==> src/rtl/apb_master_arbiter_if.sv <==
// Bundle of requester-side handshake signals and the APB master bus.
// The master modport is the arbiter's view; the slave modport is the environment's view.
interface apb_master_arbiter_if;
    logic [1:0]  req_valid;
    logic [1:0]  req_ready;
    logic [7:0]  req0_addr;
    logic [15:0] req0_wdata;
    logic        req0_write;
    logic [7:0]  req1_addr;
    logic [15:0] req1_wdata;
    logic        req1_write;
    logic [1:0]  rsp_valid;
    logic [15:0] rsp_rdata;
    logic        rsp_err;
    logic        psel;
    logic        penable;
    logic [7:0]  paddr;
    logic        pwrite;
    logic [15:0] pwdata;
    logic [15:0] prdata;
    logic        pready;

    modport master (
        input  req_valid, req0_addr, req0_wdata, req0_write,
               req1_addr, req1_wdata, req1_write, prdata, pready,
        output req_ready, rsp_valid, rsp_rdata, rsp_err,
               psel, penable, paddr, pwrite, pwdata
    );

    modport slave (
        output req_valid, req0_addr, req0_wdata, req0_write,
               req1_addr, req1_wdata, req1_write, prdata, pready,
        input  req_ready, rsp_valid, rsp_rdata, rsp_err,
               psel, penable, paddr, pwrite, pwdata
    );
endinterface

==> src/rtl/apb_master_arbiter.sv <==
// Two-requester round-robin APB master: arbitrates in IDLE, runs SETUP/ACCESS,
// and returns read data or a timeout error to the requester that won.
module apb_master_arbiter #(
    parameter int unsigned TIMEOUT = 16
) (
    input logic                 pclk,
    input logic                 rst_n,
    apb_master_arbiter_if.master bus
);
    typedef enum logic [2:0] {
        S_IDLE   = 3'b001,
        S_SETUP  = 3'b010,
        S_ACCESS = 3'b100
    } state_t;

    localparam logic [8:0] TO_LIM = 9'(TIMEOUT);

    state_t      r_state;
    state_t      w_state_nxt;
    logic        r_prio;
    logic        r_winner;
    logic [7:0]  r_paddr;
    logic [15:0] r_pwdata;
    logic        r_pwrite;
    logic [7:0]  r_cnt;
    logic [1:0]  r_rsp_valid;
    logic [15:0] r_rsp_rdata;
    logic        r_rsp_err;

    logic        w_win;
    logic        w_grant;
    logic        w_done_ok;
    logic        w_done_to;
    logic [8:0]  w_cnt_inc;

    always_ff @(posedge pclk or negedge rst_n) begin
        if (!rst_n) begin
            r_state <= S_IDLE;
        end else begin
            // NOTE: state and datapath registers use <= so every flop samples pre-edge values.
            r_state <= w_state_nxt;
        end
    end

    always_comb begin
        // NOTE: defaults first so no path through the case leaves an output unassigned (no latch).
        w_state_nxt   = r_state;
        bus.req_ready = '0;
        w_grant       = 1'b0;
        w_done_ok     = 1'b0;
        w_done_to     = 1'b0;
        w_win         = (&bus.req_valid) ? r_prio : bus.req_valid[1];
        w_cnt_inc     = {1'b0, r_cnt} + 9'd1;
        case (r_state)
            S_IDLE: begin
                // rst_n gates the grant so req_ready stays low throughout reset
                if (rst_n && (|bus.req_valid)) begin
                    w_grant              = 1'b1;
                    bus.req_ready[w_win] = 1'b1;
                    w_state_nxt          = S_SETUP;
                end
            end
            S_SETUP: w_state_nxt = S_ACCESS;
            S_ACCESS: begin
                if (bus.pready) begin
                    w_done_ok = 1'b1;
                end else if ((TIMEOUT != 0) && (w_cnt_inc == TO_LIM)) begin
                    w_done_to = 1'b1;
                end
                if (w_done_ok || w_done_to) begin
                    w_state_nxt = S_IDLE;
                end
            end
            default: w_state_nxt = S_IDLE;
        endcase
    end

    always_ff @(posedge pclk or negedge rst_n) begin
        if (!rst_n) begin
            r_prio      <= 1'b0;
            r_winner    <= 1'b0;
            r_paddr     <= '0;
            r_pwdata    <= '0;
            r_pwrite    <= 1'b0;
            r_cnt       <= '0;
            r_rsp_valid <= '0;
            r_rsp_rdata <= '0;
            r_rsp_err   <= 1'b0;
        end else begin
            r_rsp_valid <= '0;
            if (w_grant) begin
                r_paddr  <= w_win ? bus.req1_addr  : bus.req0_addr;
                r_pwdata <= w_win ? bus.req1_wdata : bus.req0_wdata;
                r_pwrite <= w_win ? bus.req1_write : bus.req0_write;
                r_winner <= w_win;
                r_prio   <= ~w_win;
            end
            if (r_state == S_SETUP) begin
                r_cnt <= '0;
            end else if ((r_state == S_ACCESS) && !bus.pready) begin
                r_cnt <= r_cnt + 8'd1;
            end
            if (w_done_ok || w_done_to) begin
                r_rsp_valid[r_winner] <= 1'b1;
                r_rsp_err             <= w_done_to;
                r_rsp_rdata           <= (w_done_ok && !r_pwrite) ? bus.prdata : 16'h0000;
            end
        end
    end

    assign bus.psel      = (r_state != S_IDLE);
    assign bus.penable   = (r_state == S_ACCESS);
    assign bus.paddr     = r_paddr;
    assign bus.pwdata    = r_pwdata;
    assign bus.pwrite    = r_pwrite;
    assign bus.rsp_valid = r_rsp_valid;
    assign bus.rsp_rdata = r_rsp_rdata;
    assign bus.rsp_err   = r_rsp_err;
endmodule
==> src/flat_wrapper.sv <==
// flat-port wrapper written by rule: the top's interface ports become plain ports
module apb_master_arbiter_flat 
#(
    parameter int unsigned TIMEOUT = 16
)
  (pclk, rst_n, bus_req_valid, bus_req0_addr, bus_req0_wdata, bus_req0_write, bus_req1_addr, bus_req1_wdata, bus_req1_write, bus_prdata, bus_pready, bus_req_ready, bus_rsp_valid, bus_rsp_rdata, bus_rsp_err, bus_psel, bus_penable, bus_paddr, bus_pwrite, bus_pwdata);
  apb_master_arbiter_if bus_i ();
  input logic pclk;
  input logic rst_n;
  input wire logic [$bits(bus_i.req_valid)-1:0] bus_req_valid;
  input wire logic [$bits(bus_i.req0_addr)-1:0] bus_req0_addr;
  input wire logic [$bits(bus_i.req0_wdata)-1:0] bus_req0_wdata;
  input wire logic [$bits(bus_i.req0_write)-1:0] bus_req0_write;
  input wire logic [$bits(bus_i.req1_addr)-1:0] bus_req1_addr;
  input wire logic [$bits(bus_i.req1_wdata)-1:0] bus_req1_wdata;
  input wire logic [$bits(bus_i.req1_write)-1:0] bus_req1_write;
  input wire logic [$bits(bus_i.prdata)-1:0] bus_prdata;
  input wire logic [$bits(bus_i.pready)-1:0] bus_pready;
  output wire logic [$bits(bus_i.req_ready)-1:0] bus_req_ready;
  output wire logic [$bits(bus_i.rsp_valid)-1:0] bus_rsp_valid;
  output wire logic [$bits(bus_i.rsp_rdata)-1:0] bus_rsp_rdata;
  output wire logic [$bits(bus_i.rsp_err)-1:0] bus_rsp_err;
  output wire logic [$bits(bus_i.psel)-1:0] bus_psel;
  output wire logic [$bits(bus_i.penable)-1:0] bus_penable;
  output wire logic [$bits(bus_i.paddr)-1:0] bus_paddr;
  output wire logic [$bits(bus_i.pwrite)-1:0] bus_pwrite;
  output wire logic [$bits(bus_i.pwdata)-1:0] bus_pwdata;
  assign bus_i.req_valid = bus_req_valid;
  assign bus_i.req0_addr = bus_req0_addr;
  assign bus_i.req0_wdata = bus_req0_wdata;
  assign bus_i.req0_write = bus_req0_write;
  assign bus_i.req1_addr = bus_req1_addr;
  assign bus_i.req1_wdata = bus_req1_wdata;
  assign bus_i.req1_write = bus_req1_write;
  assign bus_i.prdata = bus_prdata;
  assign bus_i.pready = bus_pready;
  assign bus_req_ready = bus_i.req_ready;
  assign bus_rsp_valid = bus_i.rsp_valid;
  assign bus_rsp_rdata = bus_i.rsp_rdata;
  assign bus_rsp_err = bus_i.rsp_err;
  assign bus_psel = bus_i.psel;
  assign bus_penable = bus_i.penable;
  assign bus_paddr = bus_i.paddr;
  assign bus_pwrite = bus_i.pwrite;
  assign bus_pwdata = bus_i.pwdata;
  apb_master_arbiter #(.TIMEOUT(TIMEOUT)) u_core (.pclk(pclk), .rst_n(rst_n), .bus(bus_i));
endmodule
==> config.mk <==
export PLATFORM = sky130hd
export DESIGN_NAME = apb_master_arbiter_flat
export DESIGN_NICKNAME = d
export VERILOG_FILES = /design/src/rtl/apb_master_arbiter_if.sv /design/src/rtl/apb_master_arbiter.sv /design/src/flat_wrapper.sv
export SDC_FILE = /design/constraint.sdc
export NUM_CORES = 1
export LEC_CHECK = 0
export CELL_PAD_IN_SITES_DETAIL_PLACEMENT = 2
export CELL_PAD_IN_SITES_GLOBAL_PLACEMENT = 2
export CORE_MARGIN = 1.5
export CORE_UTILIZATION = 27
export DETAILED_ROUTE_END_ITERATION = 10
export GPL_TIMING_DRIVEN = 0
export PLACE_DENSITY_LB_ADDON = 0.1
export SLEW_MARGIN = 10
export SYNTH_ARGS = -nofsm -noshare
export SYNTH_HDL_FRONTEND = slang
export SYNTH_SLANG_ARGS = --single-unit
==> constraint.sdc <==
create_clock -name pclk -period 5.3 [get_ports pclk]
set_clock_uncertainty 0.15 [all_clocks]
set_input_delay 1.59 -clock pclk [delete_from_list [all_inputs] [get_ports pclk]]
set_output_delay 1.59 -clock pclk [all_outputs]
set_load 0.05 [all_outputs]
Word level (Yosys, flattened, before mapping)
Cells that the tools add are included.

cells by class
  $add $sub $neg = 2
  order comparisons = 4
  equal/unequal tests = 7
  muxes and demuxes = 26
  bitwise gates (word level) = 1
  reductions and logical operators = 13

operators by type and width
  cell                                                                     count
  16-bit 2-to-1 mux                                                        2
  8-bit 2-to-1 mux                                                         3
  1-bit 2-to-1 mux                                                         13
  8-bit by 1-bit adder with 9-bit output, second input constant            1
  9-bit by 5-bit == test with 1-bit output, second input constant          1
  3-bit one-hot mux with 3 select lines                                    1
  8-bit by 1-bit adder with 8-bit output, second input constant            1
  2-bit 2-to-1 mux                                                         3
  3-bit 2-to-1 mux                                                         2
  1-bit logical AND                                                        5
  1-bit by 2-bit < comparator with 1-bit output, second input constant     2
  2-bit by 1-bit inequality test with 1-bit output, second input constant  2
  2-bit AND reduction                                                      2
  3-bit by 1-bit == test with 1-bit output, second input constant          1
  3-bit by 2-bit == test with 1-bit output, second input constant          1
  3-bit == test, second input constant                                     1
  3-bit by 1-bit inequality test with 1-bit output, second input constant  1
  1-bit demux with 1-bit select                                            2
  1-bit >= comparator, second input constant                               2
  1-bit zero test                                                          2
  1-bit logical OR                                                         2
  2-bit nonzero test                                                       1
  2-bit OR reduction                                                       1
  1-bit inverter                                                           1

word-level totals
  bits in registers = 57
  input port bits = 71
  output and inout port bits = 48

Longest topological paths before layout
Gate-level depths: netlist (run 1).

  depth after elaboration = 8
  gate-level depth with buffers = 8
  gate-level depth less buffers = 6

Least setup slack after synthesis (run 1)
OpenSTA, ideal clock, no wires.

  kind = input port to output port
  start point = in bus_req_valid[0]
  end point = out bus_req_ready[0]
  arrival = 2.699 ns
  setup slack = 0.861 ns
  stages on the path = 5
  cells stage by stage = inv_1 -> o21ai_0 -> buf_2 -> buf_2 -> and2_1

on the way
  longest elaborated chain between the ends = 8
  elaborated cells between the ends (all ways) = 11

RTL lines
  what                                                                                                        RTL line                  RTL
  from (decl)                                                                                                 flat_wrapper.sv:10        input wire logic [$bits(bus_i.req_valid)-1:0] bus_req_valid;
  2-bit AND reduction                                                                                         apb_master_arbiter.sv:52  w_win = (&bus.req_valid) ? r_prio : bus.req_valid[1];
  1-bit 2-to-1 mux                                                                                            apb_master_arbiter.sv:52
  1-bit by 2-bit < comparator with 1-bit output (not written as such) or 1-bit >= comparator (tied branches)  apb_master_arbiter.sv:59  bus.req_ready[w_win] = 1'b1;
  1-bit logical AND (not written as such)                                                                     apb_master_arbiter.sv:59
  1-bit 2-to-1 mux (not written as such)                                                                      apb_master_arbiter.sv:59
  1-bit demux with 1-bit select                                                                               --
  2-bit 2-to-1 mux *                                                                                          apb_master_arbiter.sv:57  if (rst_n && (|bus.req_valid)) begin
  2-bit 2-to-1 mux *                                                                                          apb_master_arbiter.sv:54  case (r_state)
  to (decl)                                                                                                   flat_wrapper.sv:19        output wire logic [$bits(bus_i.req_ready)-1:0] bus_req_ready;

Every way passes the cells marked *; elsewhere a longest branch is shown, timed or not.

Final worst setup path (run 1)
Same ends and word-level chain as after synthesis.

==> results of run 1 <==
-- worst max-delay path, stage by stage --
cell and delay (ps):
clkdlybuf4s50_1 470, inv_1 40, o21ai_0 150, buf_2 280, clkbuf_4 310, and2_1 150
clkdlybuf4s15_2 370
-- per-layer routing --
layer  global-route usage  vias to the layer above
met4               0.0446                        0
met1                0.193                     1285
met3               0.0808                       10
li1                     -                     1215
met5                    0                        -
met2                0.291                       80
-- cells by family after synthesis --
| family | Yosys count | share of synthesized area |
|---|---|---|
| adders and majority gates | 2 | 0.00902 |
| and+or+nand+nor | 83 | 0.149 |
| xor gates and xnor gates | 4 | 0.0126 |
| buffers and inverters | 23 | 0.0446 |
| DFF | 57 | 0.514 |
| muxes | 28 | 0.103 |
| AOI/OAI and AO/OA | 79 | 0.167 |
-- power groups by stage --
stage / sequential, W / combinational, W / clock (W)
final: 0.000628 / 0.000899 / 0.000458
after global routing: 0.000645 / 0.000955 / 0.000492
after CTS: 0.000629 / 0.000911 / 0.000475
after detailed placement: 0.000633 / 0.000907 / 0
after global placement: 0.000628 / 0.000895 / 0
after floorplan: 0.000975 / 0.000207 / 0
-- final timing paths --
check | end | slack (ps) | depth (start not counted)
min in group asynchronous | u_core.bus.rsp_rdata[14] | 1070 | 1
max in group asynchronous | u_core.r_state[0] | 3570 | 1
hold reg to reg | u_core.r_prio | 340 | 2
setup / recovery | bus_req_ready[0] | 200 | 7
hold / removal | u_core.r_prio | 340 | 2
setup reg to reg | u_core.bus.pwdata[3] | 3100 | 4
-- stage by stage --
stage                     area, sq um  total power, W  TNS, ps
final                            4350         0.00198        0
after detailed placement         4120         0.00154     -831
after global routing             4350         0.00209        0
after CTS                        4350         0.00201        0
after floorplan                  2780         0.00118        0
after global placement           4120         0.00152   -18410
-- placed cells by master, fill, tap and decap left out, types with 8 or more instances in the layout --
master	count
o21ai_0	27
nand2b_1	18
buf_2	8
a22oi_1	16
mux2i_1	27
a21oi_1	27
clkdlybuf4s50_1	115
dfrtp_1	56
clkbuf_8	15
nor2_1	37
nand2_1	11
-- area by class of cell --
type / instances / area share
buffer: 20 / 0.0265
clock buffer: 15 / 0.0451
clock inverter: 1 / 0.00690
inverter: 3 / 0.00259
multi-input combinational: 196 / 0.281
sequential: 57 / 0.328
tap: 133 / 0.0382
timing repair buffer: 118 / 0.271
-- Yosys cell counts, types with 3 or more instances --
library cell  count
nand2_1          11
nand3_1           3
clkbuf_1          6
buf_4             3
nor2_1           37
nand2b_1         18
a22oi_1          16
o21ai_0          27
buf_2             9
inv_1             3
mux2i_1          27
a21oi_1          27
and3_1            3
xor2_1            3
dfrtp_1          56
-- what timing repair did --
| action | 4_1_cts | 5_1_grt |
|---|---|---|
| gates cloned | 0 | 0 |
| gates resized for setup | 5 | 4 |
| setup endpoints to repair | 2 | 2 |
-- flip-flops by register name, summed over array words and instances (netlist names), 2 cells and up --
name and count:
u_core.bus.paddr 8, u_core.bus.pwdata 16, u_core.bus.rsp_rdata 16, u_core.bus.rsp_valid 2, u_core.r_cnt 8, u_core.r_state 3
==> flow_summary.toml, run 1 <==
[timing]
setup_viol_count_final = 0
setup_slack_ps = 197
fin_crit_sh = 0.963
fmax_mhz = 196
period_needed_ps = 5100
whs_ps = 344
finalMaxSlewViolations = 0
worstMarginPinSlew_ps = 548
grt_setup_unrepaired = "false"
slew-limit-headroom = 0.634
final_hold_viol_count = 0

[critical_path]
end_kind = "output pin"
cp_max_fo = 10
required_ps = 3560
critPathLaunchType = "primary input"
path_class = "in -> out"
crit_start = "bus_req_valid[0]"
critPathArrivalTime_ps = 3360
r2r_start = "u_core.r_state[0]"

[cts]
cts_buffers = 9
cts_sinks = 57
clock-root-buffer = "clkbuf_8"
cts_buffer_depth = 2
clk_latency_ps = 340
cts_hold_buf = 0
post-cts-setup-buffers = 0
cts_tree = "done"
htreeDepth = 3
cts.clk_slew.worst_paths_ps = 60

[drt]
wl_met2_um = 4350
dr_total_vias = 2590
ant_nets = 0
routed_via_density = 4.77
wl_per_cell_um = 16.5
met1_length_um = 3720
wirelength_um = 8940
dr.pass1.iters = 4
wl_met3_um = 793
drc = 0
dr.max_layer_used = "met4"
dr.first_iter.drc_count = 66

[job]
maxCapViolations = 0

[yosys]
yosys.area.top_type_share = 0.505
synth_edf_count = 0
synthArstFlopShare = 1.00
yosysTopAreaCell = "dfrtp_1"
dominantRegCellSynth = "dfrtp_1"
synth_area_leaders = "dfrtp_1 50%, mux2i_1 9.7%, nor2_1 5.0%"
ys_seq_area_frac = 0.514
synth_cell_types = 36
synth_nets = 349
ys_warn_count = 0
avgSynthCellArea_sq_um = 10.1
netlist_area_sq_mm = 0.00278
syn_inst = 276
synth_seq_cells = 57

[finish]
fillers = 1053
n_antenna_cell = 0
postLayoutCoreUtil = 0.441
regArea_sq_mm = 0.00143
area_growth_pct = 56.8
fin_cells = 543
drive_above_1_share = 0.100
fin_nets = 478
multiInputGateArea_sq_mm = 0.00122

[placed_design]
gp_congestion = 0.740
dp.cells = 527
dp_hpwl_um = 6540
io_buffers = 118
preCtsSetupSlack_ps = -484

[floorplanning]
core_area_sq_mm = 0.00986
die_h_um = 104
io_pins = 119
num_rows = 36
dieArea_sq_mm = 0.0109
start_util = 0.281
die-width_um = 104

[hold_path]
worstHoldStart = "u_core.r_prio"
min_path_type = "reg -> reg"

[pwr]
clock_power_share = 0.231
vdd_drop_max_mv = 0.215
switching_share = 0.421
seqPwrFrac = 0.316
power_density_mw_per_mm2 = 456
switchingPower_w = 0.000835
combPwrFrac = 0.453
p_int_w = 0.00115
p_leak_nw = 1.88

[global_route]
grt_usage = 0.172
grt_start_max_net_pins = 59
grt_pass1_vias = 2868
gr-total-overflow = 0
antenna_found_initial = 0
grt_pass1_wl_um = 14800

[status]
status = "complete, no violations"
Note: power is estimated with default switching activity, not from simulation.
==> run 2: changes to the inputs <==
--- a/config.mk
+++ b/config.mk
@@ -11,7 +11,7 @@
 export CORE_UTILIZATION = 27
 export DETAILED_ROUTE_END_ITERATION = 10
 export GPL_TIMING_DRIVEN = 0
-export PLACE_DENSITY_LB_ADDON = 0.1
+export PLACE_DENSITY = 0.84
 export SLEW_MARGIN = 10
 export SYNTH_ARGS = -nofsm -noshare
 export SYNTH_HDL_FRONTEND = slang
==> flow_summary.toml, run 2 (same netlist as run 1, synthesis figures left out) <==
[status]
status = "complete, no violations"

[cts]
clock-root-buffer = "clkbuf_8"
post-cts-setup-buffers = 0
clk_latency_ps = 330
cts_tree = "done"
cts.clk_slew.worst_paths_ps = 60
htreeDepth = 3
cts_hold_buf = 0
cts_buffers = 9
cts_sinks = 57
cts_buffer_depth = 2

[placed_design]
dp_hpwl_um = 6800
dp.cells = 527
io_buffers = 118
gp_congestion = 0.742
preCtsSetupSlack_ps = -446

[critical_path]
end_kind = "output pin"
cp-endpoint = "bus_req_ready[0]"
critPathArrivalTime_ps = 3450
r2r_setup_slack_ps = 3110
r2r_start = "u_core.r_state[1]"
critPathLaunchType = "primary input"
path_class = "in -> out"
required_ps = 3560
crit_start = "bus_req_valid[0]"
rr_worst_depth = 6
cp_max_fo = 10
r2r_end = "u_core.bus.rsp_rdata[14]"

[finish]
fillers = 1041
area_growth_pct = 55.9
mostFrequentLayoutCell = "clkdlybuf4s50_1"
final_cell_mix = "115 x clkdlybuf4s50_1, 56 x dfrtp_1, 37 x nor2_1"
drive_above_1_share = 0.0980
fin_nets = 478
fin_cells = 541
postLayoutCoreUtil = 0.438
n_antenna_cell = 0

[floorplanning]
core_area_sq_mm = 0.00986
die_h_um = 104
num_rows = 36
dieArea_sq_mm = 0.0109
io_pins = 119
die-width_um = 104
start_util = 0.281

[drt]
dr_total_vias = 2602
wl_per_cell_um = 17.3
ant_nets = 0
dr.pass1.iters = 4
wirelength_um = 9340
routed_via_density = 4.81
dr.first_iter.drc_count = 91
drc = 0

[job]
maxCapViolations = 0

[pwr]
finalPower_w = 0.00196
vdd_drop_max_mv = 0.198
p_leak_nw = 1.86
power_density_mw_per_mm2 = 453

[timing]
grt_setup_unrepaired = "false"
worstMarginPinSlew_ps = 552
setup_slack_ps = 106
slew-limit-headroom = 0.631
fin_crit_sh = 0.980
whs_ps = 362
fmax_mhz = 193
final_hold_viol_count = 0
setup_viol_count_final = 0
period_needed_ps = 5190
finalMaxSlewViolations = 0

[global_route]
grt_pass1_wl_um = 15200
gr-total-overflow = 0
grt_pass1_vias = 2891
grt_usage = 0.177
grt_start_max_net_pins = 59
antenna_found_initial = 0

[hold_path]
min_path_type = "reg -> reg"
worstHoldStart = "u_core.r_prio"
-- run 2: changes by cell type in the layout (fill, tap and decap cells not counted), sizes merged --
| cell | previous run | this run |
|---|---|---|
| buf | 13 | 14 |
| clkbuf | 24 | 20 |
| clkinvlp | 0 | 1 |
-- run 2: power by group --
part           internal (W)  switching, W
combinational      0.000316      0.000588
clock              0.000251      0.000177
sequential         0.000552     0.0000779
total               0.00112      0.000842
-- run 2: layer usage --
| layer | track usage | wire length [um] | share of wire | vias up |
|---|---|---|---|---|
| met5 | 0 | 0 | 0 | - |
| met4 | 0.0476 | 76 | 0.0081 | 0 |
| met3 | 0.0608 | 707 | 0.076 | 8 |
| met2 | 0.298 | 4740 | 0.51 | 89 |
| met1 | 0.214 | 3810 | 0.41 | 1290 |
| li1 | - | - | - | 1215 |
-- run 2: layout make-up --
cell class | instances | area, sq um | area share
multi-input combinational | 196 | 1220 | 0.283
sequential | 57 | 1430 | 0.330
clock buffer | 12 | 165 | 0.0382
buffer | 20 | 113 | 0.0260
clock inverter | 2 | 37.5 | 0.00868
inverter | 3 | 11.3 | 0.00260
tap | 133 | 166 | 0.0385
timing repair buffer | 118 | 1180 | 0.273
-- run 2: repair_timing --
| action | CTS | global route |
|---|---|---|
| endpoints found under the setup margin | 2 | 1 |
| cloned | 0 | 0 |
| hold endpoints to repair | 0 | 0 |
| resized for setup | 5 | 3 |
-- run 2: worst min-delay path by stage --
stage / to / depth (start not counted) / slack [ps]
after floorplan: u_core.r_prio / 2 / 310
after global placement: u_core.r_prio / 2 / 340
after detailed placement: u_core.r_prio / 2 / 350
after CTS: u_core.r_prio / 2 / 370
after global routing: u_core.r_prio / 2 / 380
final: u_core.r_prio / 2 / 360
-- run 2: worst max-delay path, stage by stage --
cell             delay (ps)
clkdlybuf4s50_1         480
inv_1                    40
o21ai_0                 130
buf_2                   290
buf_2                   350
and2_1                  180
clkdlybuf4s15_2         380
-- run 2: per-stage QoR --
stage          setup TNS (ps)  cell area (sq um)
3_5_place_dp             -782               4120
4_1_cts                     0               4330
6_report                    0               4330
3_3_place_gp           -14920               4120
5_1_grt                     0               4330
2_1_floorplan               0               2780
==> RTL edit (flow settings as in run 2) <==
The 3 states of `state_t` get a binary encoding in 2 bits.
--- a/src/rtl/apb_master_arbiter.sv
+++ b/src/rtl/apb_master_arbiter.sv
@@ -7,10 +7,10 @@
     input logic                 rst_n,
     apb_master_arbiter_if.master bus
 );
-    typedef enum logic [2:0] {
-        S_IDLE   = 3'b001,
-        S_SETUP  = 3'b010,
-        S_ACCESS = 3'b100
+    typedef enum logic [1:0] {
+        S_IDLE   = 2'd0,
+        S_SETUP  = 2'd1,
+        S_ACCESS = 2'd2
     } state_t;
 
     localparam logic [8:0] TO_LIM = 9'(TIMEOUT);
Behaviour: same outputs for any inputs over 10 cycles, from zero or initial values and one cycle with rst_n low; not proved beyond that.
==> RTL edit against run 2 <==
Power grew 14%; count of clock-buffer cells in the layout shrank 7; sequential cell count shrank 1; area after synthesis shrank 0.32%; combinational power grew 36%; die area shrank 0.31%; design area shrank 2.5%; setup slack lost 6.5 ps; critical path depth is the same; routed wire length grew 7.0%; fmax shrank 0.13%; highest routed layer unchanged.
==> RTL edit: results (changes against run 2) <==
** Critical path
- The worst reg2reg path depth was 7 (+1).
- The data arrival time of the critical path is 3460 ps (about the same).
- Reg-to-reg slack, setup :: 3160 ps (+50 ps)
- The endpoint identified for the worst register-to-register timing path is u_core.bus.rsp_rdata[3].
- The startpoint identified for the worst register-to-register timing path is u_core.r_cnt[0].

** Worst hold path
- The cell depth of the worst hold path was 1 (-1).
- The worst hold path begins at u_core.bus.rsp_err.
- The path with the worst hold slack has its endpoint at u_core.bus.rsp_err.

** Placement
- Final weighted congestion in routability-driven placement :: 0.793 (+6.9%)
- The instance area after placement came to 4100 µm² (-0.46%).
- The cell count after placement is 531 (+0.76%).
- The number of port buffers is 117 (-0.85%).
- Final HPWL DP :: 7810 µm (+15%)
- The pre-CTS setup slack is -398 ps (+47.4 ps).

** Synthesis
- Register area share after synthesis :: 50.7% (-0.79 points)
- Share of cell area taken by muxes after synthesis :: 9.41% (-0.87 points)
- The number of nets in the synthesized netlist is 354 (+1.4%).
- Top cells by instance count after synthesis :: dfrtp_1 (56), nor2_1 (35), a21oi_1 (29)
- Number of instances in the synthesized netlist :: 281 (+1.8%)
- By area the synthesized netlist is led by dfrtp_1 (51%), mux2i_1 (9.4%), a21oi_1 (5.2%).
- The share of the synthesized netlist area taken by xor and xnor gates was 0.950% (-0.31 points).
- Synth cell types :: 39 (+8.3%)
- The adder-cell area share of the yosys netlist came to 0.905% (+0.0029 points).

** STA
- Relative max-transition margin :: 62.4% (-0.67 points)
- Peak Freq :: 0.192 GHz (-0.13%)

** Route
- Final WL :: 10000 µm (+7.0%)
- The met3 wirelength from detailed routing was 819 µm (+16%).
- Per-cell routed wire length :: 18.5 µm (+7.4%)
- Drt initial violations :: 89 (-2.2%)
- Routed via count :: 2683 (+3.1%)

** Power and ir drop
- The maximum vdd drop came to 0.000248 V (+25%).
- The leakage power of the design was 1.78 nW (-4.4%).

** Clock tree
- The number of CTS-inserted buffers was 5 (-4).
- Clock H-tree levels :: 2 (-1)

** Global routing
- The maximum number of pins on one net before global-route repair is 58 (-1.7%).
- The number of global-route vias before repair is 3113 (+7.7%).
- First-pass GRT wire length :: 16300 µm (+7.2%)

** Final layout
- Layout cell share with drive strength beyond 1 :: 7.14% (-2.7 points)

** Outcome
- The flow ran to the end, and the final reports show no timing, DRC or antenna violations.
==> RTL edit: cell count changes after synthesis, sizes merged, moves of 2 or more <==
| cell | delta |
|---|---|
| or3b | -2 |
| nor2 | -3 |
| and3 | -3 |
| a21oi | +2 |
| a22oi | +3 |
| o311ai | +2 |
| and4 | +2 |
| nor2b | +2 |
| nand3 | +2 |
| o21ai | -2 |
| xor2 | -2 |
| nor4 | +3 |
==> RTL edit: cells by family (layout without fill, tap and decap cells) <==
family / after synthesis / count (layout)
AOI/OAI and AO/OA: 84 / 84
xor gates and xnor gates: 3 / 3
adders and majority gates: 2 / 2
buffers and inverters: 26 / 151
DFF: 56 / 56
muxes: 26 / 26
and+or+nand+nor: 84 / 84
==> RTL edit: cell type report <==
class	instances	area (µm²)	share of cell area, %
Sequential cell	56	1400	33.2
Multi-Input combinational cell	199	1240	29.5
Timing Repair Buffer	117	1170	27.7
Tap cell	133	166	3.95
Buffer	22	106	2.52
Clock buffer	5	68.8	1.63
Clock inverter	3	46.3	1.10
Inverter	4	15.0	0.356
==> RTL edit: through the flow <==
stage | TNS [ps] | power [mW]
finish | 0 | 2.24
global route | 0 | 2.35
CTS | 0 | 2.26
detailed placement | -744 | 1.96
global placement | -7450 | 1.90
floorplan | 0 | 1.46
==> RTL edit: where the power goes <==
group | internal (mW) | leakage (nW) | switching [mW]
clock | 0.144 | 0.0600 | 0.158
sequential | 0.579 | 0.638 | 0.123
combinational | 0.423 | 1.08 | 0.811
total | 1.15 | 1.78 | 1.09
==> RTL edit: worst max-delay path by stage <==
stage,startpoint,end,depth (start not counted)
6_report,bus_req_valid[0],bus_req_ready[0],7
5_1_grt,bus_req_valid[0],bus_req_ready[0],7
4_1_cts,rst_n,bus_req_ready[1],5
3_5_place_dp,rst_n,bus_req_ready[1],5
3_3_place_gp,rst_n,bus_req_ready[1],5
2_1_floorplan,bus_req_valid[1],bus_req_ready[1],4
==> RTL edit: layer usage <==
metal  track usage (%)  vias up
li1                  -     1237
met1              21.4     1340
met2              34.2       93
met3              7.08       13
met4              3.37        0
met5                 0        -
